<file path="src/rtl/ddc_decim_cfg_seq_pkg.sv">
// Shared types and helpers for the DDC decimation configuration sequencer.
package ddc_cfg_pkg;

   // Sequencer states.
   typedef enum logic [3:0] {
      IDLE      = 4'd0,
      FACTOR    = 4'd1,
      CHECK     = 4'd2,
      WAIT_IDLE = 4'd3,
      WR_N      = 4'd4,
      ACK_N     = 4'd5,
      WR_DEC    = 4'd6,
      ACK_DEC   = 4'd7,
      ERR       = 4'd8
   } state_t;

   // Error reasons reported on err_code.
   typedef logic [1:0] err_code_t;
   localparam err_code_t ERR_NONE    = 2'd0;
   localparam err_code_t ERR_ZERO    = 2'd1;
   localparam err_code_t ERR_RANGE   = 2'd2;
   localparam err_code_t ERR_TIMEOUT = 2'd3;

   // Packs the halfband count and CIC rate into the decimation register word.
   function automatic logic [31:0] decim_field(input logic [1:0] hb, input logic [7:0] cic);
      return {22'd0, hb, cic};
   endfunction

endpackage

</file>
<file path="src/rtl/ddc_decim_cfg_seq.sv">
// Turns a requested DDC decimation rate into a halfband/CIC split, range-checks
// the CIC part, waits for the datapath to drain and issues the two register
// writes (full rate, then {hb_en,cic_rate}) with ack handshakes and timeouts.
// DECIM_W must lie in 8..32 so the CIC field and the rate word both fit.
module ddc_decim_cfg_seq
   import ddc_cfg_pkg::*;
#(
   parameter int          NUM_HB        = 3,
   parameter int          CIC_MAX_DECIM = 255,
   parameter int          DECIM_W       = 12,
   parameter logic [19:0] N_ADDR        = 20'h0,
   parameter logic [19:0] DECIM_ADDR    = 20'h0,
   parameter int          ACK_TIMEOUT   = 255
) (
   input  logic               ce_clk,
   input  logic               ce_rst,
   input  logic               req_valid,
   output logic               req_ready,
   input  logic [DECIM_W-1:0] req_decim,
   input  logic               dp_idle,
   output logic               wr_req,
   output logic [19:0]        wr_addr,
   output logic [31:0]        wr_data,
   input  logic               wr_ack,
   output logic               done,
   output logic               err,
   output logic [1:0]         err_code,
   output logic [1:0]         hb_en,
   output logic [7:0]         cic_rate
);

   localparam int                 TMO_W    = (ACK_TIMEOUT < 2) ? 1 : $clog2(ACK_TIMEOUT);
   localparam logic [TMO_W-1:0]   TMO_LAST = TMO_W'(ACK_TIMEOUT - 1);
   localparam logic [1:0]         HB_LIM   = 2'(NUM_HB);
   localparam logic [DECIM_W-1:0] CIC_LIM  = DECIM_W'(CIC_MAX_DECIM);

   state_t             state, state_nxt;
   logic [DECIM_W-1:0] rem, rem_nxt;
   logic [DECIM_W-1:0] decim, decim_nxt;
   logic [1:0]         hb_cnt, hb_cnt_nxt;
   logic [TMO_W-1:0]   tmo_cnt, tmo_cnt_nxt;
   logic [19:0]        wr_addr_nxt;
   logic [31:0]        wr_data_nxt;
   err_code_t          err_code_nxt;
   logic [1:0]         hb_en_nxt;
   logic [7:0]         cic_rate_nxt;
   logic               done_nxt;

   // Next-state and next-register decode; every register holds unless its state says otherwise.
   always_comb begin
      state_nxt    = state;
      rem_nxt      = rem;
      decim_nxt    = decim;
      hb_cnt_nxt   = hb_cnt;
      tmo_cnt_nxt  = tmo_cnt;
      wr_addr_nxt  = wr_addr;
      wr_data_nxt  = wr_data;
      err_code_nxt = err_code;
      hb_en_nxt    = hb_en;
      cic_rate_nxt = cic_rate;
      done_nxt     = 1'b0;
      case (state)
         IDLE: begin
            if (req_valid && req_ready) begin
               decim_nxt    = req_decim;
               rem_nxt      = req_decim;
               hb_cnt_nxt   = 2'd0;
               err_code_nxt = ERR_NONE;
               if (req_decim == '0) begin
                  state_nxt    = ERR;
                  err_code_nxt = ERR_ZERO;
               end else begin
                  state_nxt = FACTOR;
               end
            end else begin
               state_nxt = IDLE;
            end
         end
         FACTOR: begin
            // One power of two is peeled off per cycle, up to the halfband count.
            if (!rem[0] && (hb_cnt < HB_LIM)) begin
               rem_nxt    = rem >> 1;
               hb_cnt_nxt = hb_cnt + 2'd1;
            end else begin
               state_nxt = CHECK;
            end
         end
         CHECK: begin
            if (rem > CIC_LIM) begin
               state_nxt    = ERR;
               err_code_nxt = ERR_RANGE;
            end else begin
               state_nxt = WAIT_IDLE;
            end
         end
         WAIT_IDLE: begin
            if (dp_idle) begin
               state_nxt   = WR_N;
               wr_addr_nxt = N_ADDR;
               wr_data_nxt = {{(32-DECIM_W){1'b0}}, decim};
            end else begin
               state_nxt = WAIT_IDLE;
            end
         end
         WR_N: begin
            // An ack coinciding with the strobe is deliberately not looked at here.
            state_nxt   = ACK_N;
            tmo_cnt_nxt = '0;
         end
         ACK_N: begin
            if (wr_ack) begin
               state_nxt   = WR_DEC;
               wr_addr_nxt = DECIM_ADDR;
               wr_data_nxt = decim_field(hb_cnt, rem[7:0]);
            end else if (tmo_cnt == TMO_LAST) begin
               state_nxt    = ERR;
               err_code_nxt = ERR_TIMEOUT;
            end else begin
               tmo_cnt_nxt = tmo_cnt + TMO_W'(1);
            end
         end
         WR_DEC: begin
            state_nxt   = ACK_DEC;
            tmo_cnt_nxt = '0;
         end
         ACK_DEC: begin
            if (wr_ack) begin
               state_nxt    = IDLE;
               hb_en_nxt    = hb_cnt;
               cic_rate_nxt = rem[7:0];
               done_nxt     = 1'b1;
            end else if (tmo_cnt == TMO_LAST) begin
               state_nxt    = ERR;
               err_code_nxt = ERR_TIMEOUT;
            end else begin
               tmo_cnt_nxt = tmo_cnt + TMO_W'(1);
            end
         end
         ERR: begin
            state_nxt = IDLE;
         end
         default: begin
            state_nxt = IDLE;
         end
      endcase
   end

   // State, datapath and registered outputs; strobes are decoded from the next state.
   always_ff @(posedge ce_clk) begin
      if (ce_rst) begin
         state     <= IDLE;
         rem       <= '0;
         decim     <= '0;
         hb_cnt    <= 2'd0;
         tmo_cnt   <= '0;
         req_ready <= 1'b1;
         wr_req    <= 1'b0;
         wr_addr   <= 20'd0;
         wr_data   <= 32'd0;
         done      <= 1'b0;
         err       <= 1'b0;
         err_code  <= ERR_NONE;
         hb_en     <= 2'd0;
         cic_rate  <= 8'd0;
      end else begin
         state     <= state_nxt;
         rem       <= rem_nxt;
         decim     <= decim_nxt;
         hb_cnt    <= hb_cnt_nxt;
         tmo_cnt   <= tmo_cnt_nxt;
         req_ready <= (state_nxt == IDLE);
         wr_req    <= (state_nxt == WR_N) || (state_nxt == WR_DEC);
         wr_addr   <= wr_addr_nxt;
         wr_data   <= wr_data_nxt;
         done      <= done_nxt;
         err       <= (state_nxt == ERR);
         err_code  <= err_code_nxt;
         hb_en     <= hb_en_nxt;
         cic_rate  <= cic_rate_nxt;
      end
   end

endmodule

</file>
<file path="config.mk">
export PLATFORM = sky130hd
export DESIGN_NAME = ddc_decim_cfg_seq
export DESIGN_NICKNAME = d
export VERILOG_FILES = /design/src/rtl/ddc_decim_cfg_seq_pkg.sv /design/src/rtl/ddc_decim_cfg_seq.sv
export SDC_FILE = /design/constraint.sdc
export NUM_CORES = 1
export LEC_CHECK = 0
export CELL_PAD_IN_SITES_DETAIL_PLACEMENT = 0
export CELL_PAD_IN_SITES_GLOBAL_PLACEMENT = 1
export CORE_MARGIN = 10
export CORE_UTILIZATION = 31
export CTS_BUF_LIST = sky130_fd_sc_hd__clkbuf_4
export CTS_CLUSTER_DIAMETER = 200
export DETAILED_ROUTE_END_ITERATION = 10
export PLACE_DENSITY = 0.67
export SETUP_SLACK_MARGIN = 0.05
export SLEW_MARGIN = 25
export SYNTH_ARGS = -nofsm -noshare
export SYNTH_HDL_FRONTEND = slang
export SYNTH_SLANG_ARGS = --single-unit
</file>
<file path="constraint.sdc">
create_clock -name ce_clk -period 2.1 [get_ports ce_clk]
set_input_delay 0.42 -clock ce_clk [delete_from_list [all_inputs] [get_ports ce_clk]]
set_output_delay 0.42 -clock ce_clk [all_outputs]
set_load 0.01 [all_outputs]
</file>
Word level (Yosys, flattened, before mapping)

Index checks and enable logic that the tools add are counted.

Logic and storage cells: 89
Bits in registers: 106
Output and inout bits: 68
Input port bits: 17

Bitwise operators: 1
$lt $le $gt $ge: 2
Multiplexer cells: 31
Equality and inequality tests: 19
Reduce and logical (&&, ||, !) cells: 20
$add $sub $neg: 2

Operator list:

| operator                                                              | count |
|---|---|
| 32-bit two-way mux                                                    | 2 |
| 32-bit one-hot mux with 2 select lines                                | 1 |
| 20-bit two-way mux                                                    | 2 |
| 20-bit one-hot mux with 2 select lines                                | 1 |
| 4-bit one-hot mux with 8 select lines                                 | 1 |
| 4-bit two-way mux                                                     | 7 |
| 4-bit by 3-bit == test with 1-bit output, second input constant       | 6 |
| 12-bit two-way mux                                                    | 2 |
| 12-bit one-hot mux with 2 select lines                                | 1 |
| 8-bit two-way mux                                                     | 2 |
| 8-bit one-hot mux with 2 select lines                                 | 1 |
| 2-bit inequality test, second input constant                          | 7 |
| 12-bit by 8-bit > comparator with 1-bit output, second input constant | 1 |
| 12-bit logical NOT                                                    | 1 |
| 2-bit two-way mux                                                     | 6 |
| 3-bit AND reduction                                                   | 3 |
| 8-bit by 1-bit adder with 8-bit output, second input constant         | 1 |
| 4-bit by 2-bit == test with 1-bit output, second input constant       | 2 |
| 8-bit == test, second input constant                                  | 1 |
| 4-bit logical NOT                                                     | 2 |
| 2-bit one-hot mux with 3 select lines                                 | 1 |
| 2-bit nonzero test                                                    | 3 |
| 2-bit OR reduction                                                    | 3 |
| 5-bit AND reduction                                                   | 1 |
| other kinds (14)                                                      | 17 |

Depth between registers and ports, before layout

Depth after elaboration: 6
Depth in mapped cells: 7
Mapped depth without buffers: 6

Worst setup path before layout

OpenSTA, ideal clock, no wires.

Kind: reg-to-reg
Start: reg hb_cnt[0]
End: reg rem[4]
Library setup time: 0.080 ns
Buffers on the path: 1
Required time: 2.020 ns
Arrival: 1.753 ns
Stages on the path, launching flop included: 7
Clock period less this slack: 1.834 ns
Setup slack: 0.266 ns
Cells stage by stage: dfxtp_1 > ha_1 > or3b_1 > a2111oi_4 > buf_6 > nor2_1 > a211oi_2

Word-level cells in the longest chain between the ends: 4

Ends and longest elaborated chain:

| item                                   | line                     | RTL |
|---|---|---|
| from (decl)                            | ddc_decim_cfg_seq.sv:40  | `logic [1:0] hb_cnt, hb_cnt_nxt;` |
| from (signal assigned)                 | ddc_decim_cfg_seq.sv:169 | `hb_cnt <= hb_cnt_nxt;` |
| 2-bit < comparator                     | ddc_decim_cfg_seq.sv:81  | `if (!rem[0] && (hb_cnt < HB_LIM)) begin` |
| 1-bit logical AND                      | ddc_decim_cfg_seq.sv:81  |  |
| 2-bit inequality test (no source line) | --                       |  |
| 3-bit AND reduction (no source line)   | --                       |  |
| to (signal assigned)                   | ddc_decim_cfg_seq.sv:167 | `rem <= rem_nxt;` |
| to (decl)                              | ddc_decim_cfg_seq.sv:38  | `logic [DECIM_W-1:0] rem, rem_nxt;` |

No other way between the ends.
A chain may end at the register's enable or synchronous reset.

==> impl_metrics.toml <==
[sta]
holdWs_ns = 0.311
rsz0062_at_grt = "yes"
finalClockSkew_ns = 0.0152
fin_crit_ns = 1.99
hold_viol = 0
tns_ns = 0
fmax_mhz = 503
finalCritPeriodShare = 0.946
slew_violations = 0
finalSetupViolCount = 0
worst_slack_ns = 0.113

[logic_synthesis]
synth_adder_area_share = 0.0113
yosys_register_bits = 66
synth_top_family_by_area = "simple AND/OR/NAND/NOR gates"
synth.avg_cell_area_um2 = 8.62
yosys.area_share.xor_xnor = 0
synthFlopType = "dfxtp_1"
synthArstFlopShare = 0
syn_area_um2 = 3320
ys_warn_count = 0
synthTopCellsByArea = "dfxtp_1 (40%), buf_4 (9.7%), mux2i_1 (6.3%)"
synth_cell_types = 50
synth_top_area_share = 0.398
synth_edf_count = 0
yosysTopAreaCell = "dfxtp_1"
seq_area_frac_synth = 0.398
synthMuxAreaShare = 0.0668
synth_cells = 385
synthSimpleGateAreaFrac = 0.206
synth_compound_area_frac = 0.184

[hold_path]
hold_path.class = "input port to flop"
min_from = "ce_rst"

[floorplanning]
pin_count = 85
rows = 37
dieArea_um2 = 15200
die_y_um = 123
core_um2 = 10400
die_x_um = 123
initial_core_util = 0.320

[cts]
cts_buffers = 9
root_buffer = "clkbuf_4"
clk_path_buf_depth = 2
clk_latency_ns = 0.42
clk_pin_slew_ns = 0.12
numClockSinks = 66
cts_tree = "done"
htree_levels = 3
cts.hold.buffers_added = 0

[detailed_routing]
vias_per_cell = 4.81
dr.first_iter.drc_count = 183
drcViolationCount = 0
vias = 2783
dr.pass1.iters = 4
wl_mm = 8.92
wl_per_cell_um = 15.4
ant_nets = 0

[power]
vdd_drop_max_v = 0.000481
power.leakage_nw = 1.49
p_per_area_nw_per_um2 = 836
power_mw = 3.34

[final_layout]
drive_gt1_frac = 0.120
syn2layout_area_growth_pct = 20.4
layout.nets = 456

[global_routing]
grtUsageTotal = 0.115
grt_pass1_wl_mm = 13.9
antenna_found_initial = 1
grt_max_degree = 54
grt_pass1_vias = 2626
grt_overflow_total = 0

[setup_path]
critPathCaptureType = "flop"
path_cells = "ha_1 -> or3b_4 -> a2111oi_4 -> buf_4 -> buf_12 -> nand3_1 -> a21oi_1"
critPathKind = "flop to flop"
critPathMaxStageDelay_ns = 0.40
worstPathRequired_ns = 2.45
worstPathArrival_ns = 2.34
cpMaxStageDelayCell = "or3b_4"
cp_max_fo = 13
reg2reg_from = "hb_cnt[1]"
crit_path_start_kind = "flop"
critPathLaunch = "hb_cnt[1]"

[run_status]
run_status = "finished, final reports clean"

[place]
finalWeightedCongestion = 0.883
dpl.hpwl_mm = 6.61
place_ws_ns = 0.0265
port_buffers = 44

[job]
cap_violations = 0
[registers in the layout, summed over array words and instances, names as in the netlist]
register   count
req_ready      1
err            1
wr_data       12
state          4
hb_cnt         2
tmo_cnt        8
hb_en          2
wr_req         1
cic_rate       8
err_code       2
done           1
rem           12
decim         12
[final cells by class]
type,count,area (um^2)
fillers,1077,6370
multi-input cells,288,1710
flip-flops and latches,66,1320
repair buffers,65,648
well taps,136,170
clock buffers,10,75.1
clock inverters,6,43.8
inverters,6,22.5
diodes,1,2.50
[cell families after synthesis]
kind of cell               count (synthesis)
DFF                                       66
muxes                                     22
other                                      1
adders and majority gates                  3
and+or+nand+nor                          140
buffers and inverters                     70
AOI/OAI and AO/OA                         83
[final timing paths]
| path | cells past startpoint | to | slack, ns |
|---|---|---|---|
| worst max-delay path | 7 | decim[11] | 0.11 |
| worst min-delay path | 2 | wr_data[10] | 0.31 |
| worst max register to register | 7 | decim[11] | 0.11 |
| worst min register to register | 2 | decim[0] | 0.46 |
[layer usage]
layer / vias up / GRT usage / wire (um)
met5: - / 0 / 0
met4: 0 / 0.0480 / 92
met3: 6 / 0.0319 / 669
met2: 82 / 0.174 / 3960
met1: 1299 / 0.152 / 4200
li1: 1396 / - / -
[critical path, delay by kind of cell, from the launching register on]
kind                       cells  cell delay [ns]
DFF                            1             0.36
and+or+nand+nor                2             0.52
adders and majority gates      1             0.21
AOI/OAI and AO/OA              2             0.49
buffers and inverters          2             0.34
[timing repair]
| item | CTS | global route |
|---|---|---|
| resized for setup | 0 | 2 |
| setup endpoints to repair | 0 | 2 |
| setup buffers | 0 | 1 |
| endpoints found under the hold margin | 0 | 0 |
[report_power, final]
group,switching [mW],internal (mW)
Clock,0.500,0.255
Sequential,0.161,1.40
Combinational,0.546,0.477
Total,1.21,2.13
[stage by stage]
stage | util | instance area, um^2 | std cells
floorplan | - | 3460 | 424
global placement | 0.370 | 3840 | 559
detailed placement | 0.370 | 3840 | 559
CTS | 0.382 | 3960 | 575
global route | 0.385 | 4000 | 578
finish | 0.385 | 4000 | 578
[cell usage after synthesis (6+ instances only)]
library cell	instances
dfxtp_1	66
nand2_1	44
buf_4	43
nor2_1	40
a21oi_1	25
mux2i_1	21
o21ai_0	15
clkbuf_1	14
nand3_1	12
a311oi_1	11
a211oi_2	8
nand2b_1	7
buf_2	6
inv_1	6
nand4_1	6
[placed cells by master, fill, tap and decap left out, types with 2 or more instances in the layout]
| cell | count |
|---|---|
| a211oi_1 | 3 |
| a211oi_2 | 9 |
| a21o_1 | 2 |
| a21oi_1 | 25 |
| a311oi_1 | 11 |
| a31oi_1 | 2 |
| and2_1 | 2 |
| and3_1 | 2 |
| buf_12 | 3 |
| buf_4 | 17 |
| clkbuf_4 | 10 |
| clkdlybuf4s50_1 | 43 |
| clkinvlp_4 | 4 |
| conb_1 | 40 |
| dfxtp_1 | 65 |
| ha_1 | 3 |
| inv_1 | 6 |
| mux2i_1 | 21 |
| nand2_1 | 44 |
| nand2b_1 | 7 |
| nand3_1 | 12 |
| nand3b_1 | 5 |
| nand4_1 | 6 |
| nor2_1 | 40 |
| nor2b_1 | 2 |
| nor3_1 | 3 |
| nor4_1 | 5 |
| o21a_1 | 4 |
| o21ai_0 | 15 |
| or3_1 | 2 |
| or4_1 | 3 |
(Power assumes the default switching activity.)
